File: src/rtl/decode_cycle_if.sv
// decode_cycle_if: IF/ID inputs, writeback port, flush and ID/EX outputs of the decode stage
interface decode_cycle_if;
  logic [31:0] InstrD, PCD, PCPlus4D;
  logic RegWriteW;
  logic [4:0] RdW;
  logic [31:0] ResultW;
  logic FlushE;
  logic RegWriteE, MemWriteE, JumpE, BranchE, ALUSrcE;
  logic [1:0] ResultSrcE;
  logic [2:0] ALUControlE;
  logic [31:0] RD1E, RD2E, ImmExtE, PCE, PCPlus4E;
  logic [4:0] Rs1E, Rs2E, RdE;
  modport master (
    output InstrD, PCD, PCPlus4D, RegWriteW, RdW, ResultW, FlushE,
    input RegWriteE, MemWriteE, JumpE, BranchE, ALUSrcE, ResultSrcE, ALUControlE,
    input RD1E, RD2E, ImmExtE, PCE, PCPlus4E, Rs1E, Rs2E, RdE
  );
  modport slave (
    input InstrD, PCD, PCPlus4D, RegWriteW, RdW, ResultW, FlushE,
    output RegWriteE, MemWriteE, JumpE, BranchE, ALUSrcE, ResultSrcE, ALUControlE,
    output RD1E, RD2E, ImmExtE, PCE, PCPlus4E, Rs1E, Rs2E, RdE
  );
endinterface

File: src/rtl/decode_cycle.sv
// decode_cycle: RV32I decode stage with register file and ID/EX pipeline register
module decode_cycle #(
  parameter int XLEN = 32,
  parameter bit REG_BYPASS = 1'b1
) (
  input logic clk,
  input logic rst,
  decode_cycle_if.slave bus
);
  logic [XLEN-1:0] rf [32];
  logic [6:0] opcode;
  logic [2:0] funct3;
  logic [4:0] rs1, rs2, rd;
  logic isR, isI, isLw, isSw, isBeq, isJal, aluOk, regWrite, memWrite, jump, branch, aluSrc;
  logic [1:0] resultSrc;
  logic [2:0] aluControl, aluOp;
  logic [31:0] immI, immS, immB, immJ, immExt, rd1, rd2;
  logic wrEn;
  assign opcode = bus.InstrD[6:0];
  assign rd = bus.InstrD[11:7];
  assign funct3 = bus.InstrD[14:12];
  assign rs1 = bus.InstrD[19:15];
  assign rs2 = bus.InstrD[24:20];
  assign wrEn = bus.RegWriteW && bus.RdW != 5'd0;
  always_ff @(posedge clk or negedge rst)
    if (!rst)
      for (int i = 0; i < 32; i++) rf[i] <= '0;
    else if (wrEn)
      rf[bus.RdW] <= bus.ResultW;
  // x0 is never written, so rf[0] stays zero and needs no read special case
  assign rd1 = (REG_BYPASS && wrEn && bus.RdW == rs1) ? bus.ResultW : rf[rs1];
  assign rd2 = (REG_BYPASS && wrEn && bus.RdW == rs2) ? bus.ResultW : rf[rs2];
  assign immI = {{20{bus.InstrD[31]}}, bus.InstrD[31:20]};
  assign immS = {{20{bus.InstrD[31]}}, bus.InstrD[31:25], bus.InstrD[11:7]};
  assign immB = {{20{bus.InstrD[31]}}, bus.InstrD[7], bus.InstrD[30:25], bus.InstrD[11:8], 1'b0};
  assign immJ = {{12{bus.InstrD[31]}}, bus.InstrD[19:12], bus.InstrD[20], bus.InstrD[30:21], 1'b0};
  always_comb begin
    isR = opcode == 7'b0110011;
    isI = opcode == 7'b0010011;
    isLw = opcode == 7'b0000011 && funct3 == 3'b010;
    isSw = opcode == 7'b0100011 && funct3 == 3'b010;
    isBeq = opcode == 7'b1100011 && funct3 == 3'b000;
    isJal = opcode == 7'b1101111;
    aluOk = funct3 == 3'b000 || funct3 == 3'b010 || funct3 == 3'b110 || funct3 == 3'b111;
    aluOp = funct3 == 3'b000 ? ((isR && bus.InstrD[30]) ? 3'b001 : 3'b000) :
            funct3 == 3'b010 ? 3'b101 :
            funct3 == 3'b110 ? 3'b011 : 3'b010;
    regWrite = ((isR || isI) && aluOk) || isLw || isJal;
    memWrite = isSw;
    jump = isJal;
    branch = isBeq;
    aluSrc = (isI && aluOk) || isLw || isSw;
    resultSrc = isLw ? 2'b01 : isJal ? 2'b10 : 2'b00;
    aluControl = ((isR || isI) && aluOk) ? aluOp : isBeq ? 3'b001 : 3'b000;
    immExt = isSw ? immS : isBeq ? immB : isJal ? immJ : immI;
  end
  always_ff @(posedge clk or negedge rst)
    if (!rst) begin
      bus.RegWriteE <= 1'b0;
      bus.MemWriteE <= 1'b0;
      bus.JumpE <= 1'b0;
      bus.BranchE <= 1'b0;
      bus.ALUSrcE <= 1'b0;
      bus.ResultSrcE <= '0;
      bus.ALUControlE <= '0;
      bus.RD1E <= '0;
      bus.RD2E <= '0;
      bus.ImmExtE <= '0;
      bus.PCE <= '0;
      bus.PCPlus4E <= '0;
      bus.Rs1E <= '0;
      bus.Rs2E <= '0;
      bus.RdE <= '0;
    end else begin
      bus.RegWriteE <= regWrite && !bus.FlushE;
      bus.MemWriteE <= memWrite && !bus.FlushE;
      bus.JumpE <= jump && !bus.FlushE;
      bus.BranchE <= branch && !bus.FlushE;
      bus.ALUSrcE <= aluSrc;
      bus.ResultSrcE <= resultSrc;
      bus.ALUControlE <= aluControl;
      bus.RD1E <= rd1;
      bus.RD2E <= rd2;
      bus.ImmExtE <= immExt;
      bus.PCE <= bus.PCD;
      bus.PCPlus4E <= bus.PCPlus4D;
      bus.Rs1E <= rs1;
      bus.Rs2E <= rs2;
      bus.RdE <= rd;
    end
endmodule

File: src/flat_wrapper.sv
// flat-port wrapper written by rule: the top's interface ports become plain ports
module decode_cycle_flat 
#(
  parameter int XLEN = 32,
  parameter bit REG_BYPASS = 1'b1
)
  (clk, rst, bus_InstrD, bus_PCD, bus_PCPlus4D, bus_RegWriteW, bus_RdW, bus_ResultW, bus_FlushE, bus_RegWriteE, bus_MemWriteE, bus_JumpE, bus_BranchE, bus_ALUSrcE, bus_ResultSrcE, bus_ALUControlE, bus_RD1E, bus_RD2E, bus_ImmExtE, bus_PCE, bus_PCPlus4E, bus_Rs1E, bus_Rs2E, bus_RdE);
  decode_cycle_if bus_i ();
  input logic clk;
  input logic rst;
  input wire logic [$bits(bus_i.InstrD)-1:0] bus_InstrD;
  input wire logic [$bits(bus_i.PCD)-1:0] bus_PCD;
  input wire logic [$bits(bus_i.PCPlus4D)-1:0] bus_PCPlus4D;
  input wire logic [$bits(bus_i.RegWriteW)-1:0] bus_RegWriteW;
  input wire logic [$bits(bus_i.RdW)-1:0] bus_RdW;
  input wire logic [$bits(bus_i.ResultW)-1:0] bus_ResultW;
  input wire logic [$bits(bus_i.FlushE)-1:0] bus_FlushE;
  output wire logic [$bits(bus_i.RegWriteE)-1:0] bus_RegWriteE;
  output wire logic [$bits(bus_i.MemWriteE)-1:0] bus_MemWriteE;
  output wire logic [$bits(bus_i.JumpE)-1:0] bus_JumpE;
  output wire logic [$bits(bus_i.BranchE)-1:0] bus_BranchE;
  output wire logic [$bits(bus_i.ALUSrcE)-1:0] bus_ALUSrcE;
  output wire logic [$bits(bus_i.ResultSrcE)-1:0] bus_ResultSrcE;
  output wire logic [$bits(bus_i.ALUControlE)-1:0] bus_ALUControlE;
  output wire logic [$bits(bus_i.RD1E)-1:0] bus_RD1E;
  output wire logic [$bits(bus_i.RD2E)-1:0] bus_RD2E;
  output wire logic [$bits(bus_i.ImmExtE)-1:0] bus_ImmExtE;
  output wire logic [$bits(bus_i.PCE)-1:0] bus_PCE;
  output wire logic [$bits(bus_i.PCPlus4E)-1:0] bus_PCPlus4E;
  output wire logic [$bits(bus_i.Rs1E)-1:0] bus_Rs1E;
  output wire logic [$bits(bus_i.Rs2E)-1:0] bus_Rs2E;
  output wire logic [$bits(bus_i.RdE)-1:0] bus_RdE;
  assign bus_i.InstrD = bus_InstrD;
  assign bus_i.PCD = bus_PCD;
  assign bus_i.PCPlus4D = bus_PCPlus4D;
  assign bus_i.RegWriteW = bus_RegWriteW;
  assign bus_i.RdW = bus_RdW;
  assign bus_i.ResultW = bus_ResultW;
  assign bus_i.FlushE = bus_FlushE;
  assign bus_RegWriteE = bus_i.RegWriteE;
  assign bus_MemWriteE = bus_i.MemWriteE;
  assign bus_JumpE = bus_i.JumpE;
  assign bus_BranchE = bus_i.BranchE;
  assign bus_ALUSrcE = bus_i.ALUSrcE;
  assign bus_ResultSrcE = bus_i.ResultSrcE;
  assign bus_ALUControlE = bus_i.ALUControlE;
  assign bus_RD1E = bus_i.RD1E;
  assign bus_RD2E = bus_i.RD2E;
  assign bus_ImmExtE = bus_i.ImmExtE;
  assign bus_PCE = bus_i.PCE;
  assign bus_PCPlus4E = bus_i.PCPlus4E;
  assign bus_Rs1E = bus_i.Rs1E;
  assign bus_Rs2E = bus_i.Rs2E;
  assign bus_RdE = bus_i.RdE;
  decode_cycle #(.XLEN(XLEN), .REG_BYPASS(REG_BYPASS)) u_core (.clk(clk), .rst(rst), .bus(bus_i));
endmodule
File: config.mk
export PLATFORM = sky130hd
export DESIGN_NAME = decode_cycle_flat
export DESIGN_NICKNAME = d
export VERILOG_FILES = /design/src/rtl/decode_cycle_if.sv /design/src/rtl/decode_cycle.sv /design/src/flat_wrapper.sv
export SDC_FILE = /design/constraint.sdc
export NUM_CORES = 2
export LEC_CHECK = 0
export CAP_MARGIN = 20
export CORE_MARGIN = 4
export CORE_UTILIZATION = 47
export CTS_CLUSTER_SIZE = 12
export DETAILED_ROUTE_END_ITERATION = 8
export GPL_ROUTABILITY_DRIVEN = 0
export GPL_TIMING_DRIVEN = 1
export MAX_ROUTING_LAYER = met4
export PLACE_DENSITY = 0.72
export RECOVER_POWER = 50
export SLEW_MARGIN = 20
export SYNTH_ARGS = -nofsm -noshare
export SYNTH_HDL_FRONTEND = slang
export SYNTH_SLANG_ARGS = --single-unit
File: constraint.sdc
create_clock -name clk -period 1.99 [get_ports clk]
set_input_delay 0.398 -clock clk [delete_from_list [all_inputs] [get_ports clk]]
set_output_delay 0.398 -clock clk [all_outputs]
set_load 0.01 [all_outputs]
Yosys cells after proc, flatten, opt, wreduce, memory -nomap -nowiden. Index checks and enable logic that the tools add are counted.

Order comparisons: 4. Eq/ne operators: 11. Muxes and demuxes: 22. Bitwise gates (word level): 3. Reduce and logical (&&, ||, !) cells: 25.

Operators with widths (count): bitwise mux 1024 bit (1); binary-select mux 32 bit (select 5 bit) (2); two-way mux 32 bit (7); demux 32 bit (select 5 bit) (1); two-way mux 20 bit (3); >= comparator 6 bit (second input constant) (3); NOT 5 -> 6 bit (3); == test 7 x 6 -> 1 bit (second input constant) (2); == test 7 bit (second input constant) (2); logical AND 1 bit (14); == test 5 bit (2); two-way mux 3 bit (3); logical OR 1 bit (8); == test 7 x 2 -> 1 bit (second input constant) (1); == test 7 x 5 -> 1 bit (second input constant) (1); == test 3 bit (second input constant) (2); less-than comparator 6 x 1 -> 1 bit (second input constant) (1); nonzero test 5 bit (1); two-way mux 2 bit (2); == test 3 x 2 -> 1 bit (second input constant) (1); logical NOT 3 bit (1); two-way mux 1 bit (3); logical NOT 1 bit (1).

Register bits after elaboration: 1198. Output and inout port bits: 185. Logic and storage cells: 112.

Logic depth before layout (Yosys ltp).
Depth in word-level cells: 8. Gate-level depth with buffers: 7.

Least setup slack after synthesis. No wires, ideal clock.

Kind: input port to flip-flop. From: input port bus_InstrD[20]. To: register u_core.bus.RD2E[16]. Library setup time: 0.125 ns. Arrival: 2.000 ns. Required time: 1.865 ns. Path slack: -0.134 ns. Stages: 7. Buffers on the path: 3. Cell sequence: buf_2 -> buf_2 -> buf_4 -> mux4_2 -> o22ai_1 -> nor4_1 -> mux2_2.

Cells in the longest elaborated chain, start to end: 5.

Ends and longest elaborated chain: start: declaration (line flat_wrapper.sv:11) `input wire logic [$bits(bus_i.InstrD)-1:0] bus_InstrD;`; NOT 5 -> 6 bit (not written as such) (line decode_cycle.sv:32) `assign rd2 = (REG_BYPASS && wrEn && bus.RdW == rs2) ? bus.ResultW : rf[rs2];`; binary-select mux 32 bit (select 5 bit) (line decode_cycle.sv:32); two-way mux 32 bit (not written as such) (2 in a row) (line decode_cycle.sv:32); two-way mux 32 bit * (line decode_cycle.sv:32); via u_core.rd2[16] (line decode_cycle.sv:17) `logic [31:0] immI, immS, immB, immJ, immExt, rd1, rd2;`; end signal: assignment (line decode_cycle.sv:83) `bus.RD2E <= rd2;`; end: declaration (line decode_cycle_if.sv:21) `output RD1E, RD2E, ImmExtE, PCE, PCPlus4E, Rs1E, Rs2E, RdE`.

The timed path passes the listed nets; every way through them passes the cells marked *. The select of a mux whose other input is x is not followed. A chain may end at the register's enable or synchronous reset.

Worst setup path in the final report.
From: input port bus_InstrD[23]. To: register u_core.bus.RD2E[7].

The elaborated chain is that of the path after synthesis.

==> run metrics <==
fraction of the yosys area taken by sequential cells between 50% and 60%; crit-path cells dlygate4sd3_1 -> or3_2 -> buf_4 -> buf_12 -> o22ai_1 -> nor4_1 -> mux2_2; Final Net Count between 4000 and 5000; leakage power total between 30 and 40 nW; Cell variety after synth 55; per-cell routed wire length just over 30 um; Die Width about 360 um; grt ovf 0; data required time at the worst endpoint between 2 and 3 ns; routed via count divided by cell count about 6.5; post-synthesis instance total around 3700; cell at the root of the clock tree sky130_fd_sc_hd__clkbuf_16; clock transition at the register clock pins on the worst setup and hold paths after CTS roughly 0.06 ns; Crit path depth 7; post-synth top area share 51.5%; GR Util All Layers between 20% and 30%; chip height ~360 um; family with the most delay on the worst path buffers and inverters; Detailed Place HPWL 121000 um; crit-path max FO 11; yosys warns 0; TritonCTS clock tree yes; via count around 39000; EDFF count, synth 0; residual DRC count 0; clk_lat worst skew 0.75 ns; IO Pins 322; final number of setup-violating endpoints 2; clock skew 0.0304 ns; depth of the CTS H-tree 4; number of clock sinks seen by CTS 1198; Arr. time, crit path between 2 and 3 ns; synthesized net count between 3000 and 4000; setup repair after global routing missed its margin true; row cnt 128; biggest area contributors in the synthesized netlist sky130_fd_sc_hd__dfrtp_1 (51%), sky130_fd_sc_hd__mux2_2 (20%), sky130_fd_sc_hd__mux4_2 (20%), sky130_fd_sc_hd__o22ai_1 (2.7%), sky130_fd_sc_hd__clkbuf_1 (1.4%); Die Outline Area 130000 um2; minimum hold slack between 0.15 and 0.2 ns; total length of routed wires approximately 180000 um; top flip-flop cell by instance count after synthesis sky130_fd_sc_hd__dfrtp_1; async set or reset register ratio after synthesis 100%; max_cap viols 0; cell type contributing the most total cell area after synthesis sky130_fd_sc_hd__dfrtp_1; vias in the first global route 40200; Worst VDD drop 0.843 mV; Power Dens Cells 978 nW/um2; flip-flop and latch count after synthesis 1198; Syn Area/Cell 15.9 um2; shortest clock period the worst path allows after layout roughly 2.0 ns; first-pass detailed-route iteration total 5; violations in the final reports negative setup slack; Max-slew headroom about 20%; fmax 498 MHz; max-slew violation total from the final report 0; Synth Cell Area 58200 um2; post-route total power 69.8 mW; initial standard-cell utilization of the core 47.5%; most repeated cell in the gate-level netlist after synthesis sky130_fd_sc_hd__dfrtp_1; slack of the critical path -0.0167 ns; area added between synthesis and finish 22.6%; antenna violation net count after detailed routing 0; setup slack of the most critical reg-to-reg path 0.22 ns; WS Path Type input pin to register; top cells by count, synth sky130_fd_sc_hd__dfrtp_1 (1198), sky130_fd_sc_hd__mux2_2 (1050), sky130_fd_sc_hd__mux4_2 (511); kind of path behind the tightest hold check input pin to async pin; number of hold-slack violations in the final timing report 0; result of the run finished, violations left; count of buffers inserted at the top-level ports 321; Num CTS Buffers 135; measured slew at the worst slew-check pin 1.20 ns; DRC marker count from the first detailed-route iteration 4170; fraction of final layout cells sized beyond drive strength 1 53.5%; combined buffer and inverter count along the critical path 3; first-pass GRT wire length between 200000 and 300000 um; filler cell count 9348; startpoint type of the worst setup path input pin; portion of the clock cycle consumed by the worst path in the final layout 101%; r2r worst-path depth 5; capturing element type of the critical path register; Clock Path Buffers 3; Critical Path Slowest Stage Cell sky130_fd_sc_hd__dlygate4sd3_1; maximum number of pins on one net before global-route repair 90; CP peak stage delay 0.67 ns; antenna violations before repair 18; Core Box Area 123000 um2; Setup Slack @ Placement -1.07 ns; final core utilization 58.3%
layout by cell type (no fill, tap or decap), types with 13 or more instances in the layout:
cell and instances:
sky130_fd_sc_hd__dfrtp_1 1184, sky130_fd_sc_hd__mux2_2 1050, sky130_fd_sc_hd__mux4_2 511, sky130_fd_sc_hd__buf_4 274, sky130_fd_sc_hd__o22ai_1 249, sky130_fd_sc_hd__dlygate4sd2_1 177
sky130_fd_sc_hd__buf_12 151, sky130_fd_sc_hd__clkbuf_16 137, sky130_fd_sc_hd__dlygate4sd3_1 81, sky130_fd_sc_hd__nor4_1 62, sky130_fd_sc_hd__clkbuf_1 55, sky130_fd_sc_hd__clkdlybuf4s50_1 52
sky130_fd_sc_hd__clkbuf_8 30, sky130_fd_sc_hd__nand2_1 16, sky130_fd_sc_hd__dfrtp_2 14, sky130_fd_sc_hd__clkinv_2 13, sky130_fd_sc_hd__clkbuf_2 13
sequential cells by signal, indices dropped and copies added (netlist names), 2 cells and up:
register	count
u_core.bus.Rs1E	5
u_core.bus.ImmExtE	21
u_core.rf	1024
u_core.bus.RD2E	32
u_core.bus.PCE	32
u_core.bus.ALUControlE	3
u_core.bus.PCPlus4E	32
u_core.bus.RdE	5
u_core.bus.RD1E	32
u_core.bus.Rs2E	5
u_core.bus.ResultSrcE	2
per-layer routing:
metal  GRT usage, %  routed length (um)  vias to the layer above
met4           10.8                7280                        0
met5              -                   0                        -
met2           44.1               86400                     1970
met3           6.74               16200                      457
li1               -                   -                    15300
met1           38.8               73600                    20900
area by class of cell:
| class | instances | area, um2 | area share (%) |
|---|---|---|---|
| Inverter | 6 | 22.5 | 0.0315 |
| Sequential cell | 1198 | 30000 | 42.0 |
| Clock buffer | 200 | 3970 | 5.55 |
| Multi-Input combinational cell | 2039 | 26600 | 37.2 |
| Antenna cell | 12 | 30.0 | 0.0421 |
| Timing Repair Buffer | 791 | 8330 | 11.7 |
| Tap cell | 1625 | 2030 | 2.85 |
| Clock inverter | 34 | 447 | 0.626 |
report_power, final:
part	internal [mW]	switching, mW	leakage [nW]
combinational	8.12	4.88	13.9
clock	14.8	10.2	2.17
sequential	28.6	3.15	15.2
total	51.6	18.3	31.3
timing repair:
item,CTS,global route
resized for setup,208,3
hold endpoints to repair,343,1
setup endpoints to repair,186,63
pin swaps,0,0
setup buffers,2,0
hold buffers,3,1
stage by stage:
stage	setup TNS, ns	instances	area, um2
floorplan	-0.658	3668	58400
global placement	-543.24	5653	67400
detailed placement	-549.30	5653	67400
CTS	-0.0759	5892	71700
global route	-0.181	5904	71400
finish	-0.0333	5905	71400
path summary, 6_finish.rpt:
check                                     start                   to
worst max-delay path             bus_InstrD[23]   u_core.bus.RD2E[7]
worst min-delay path                        rst       u_core.rf[791]
worst max register to register   u_core.rf[694]  u_core.bus.RD1E[22]
worst min register to register  u_core.rf[1003]      u_core.rf[1003]
max in group asynchronous                   rst       u_core.rf[358]
min in group clk                    bus_PCD[11]   u_core.bus.PCE[11]
cell families after synthesis:
logic type | Yosys count | share of synthesized area [%]
compound gates | 283 | 3.09
buf+inv | 431 | 3.23
mux | 1565 | 40.1
simple gates | 180 | 1.91
flops | 1198 | 51.5
xor+xnor | 11 | 0.165
No activity file was read; power rests on OpenSTA's default activity.
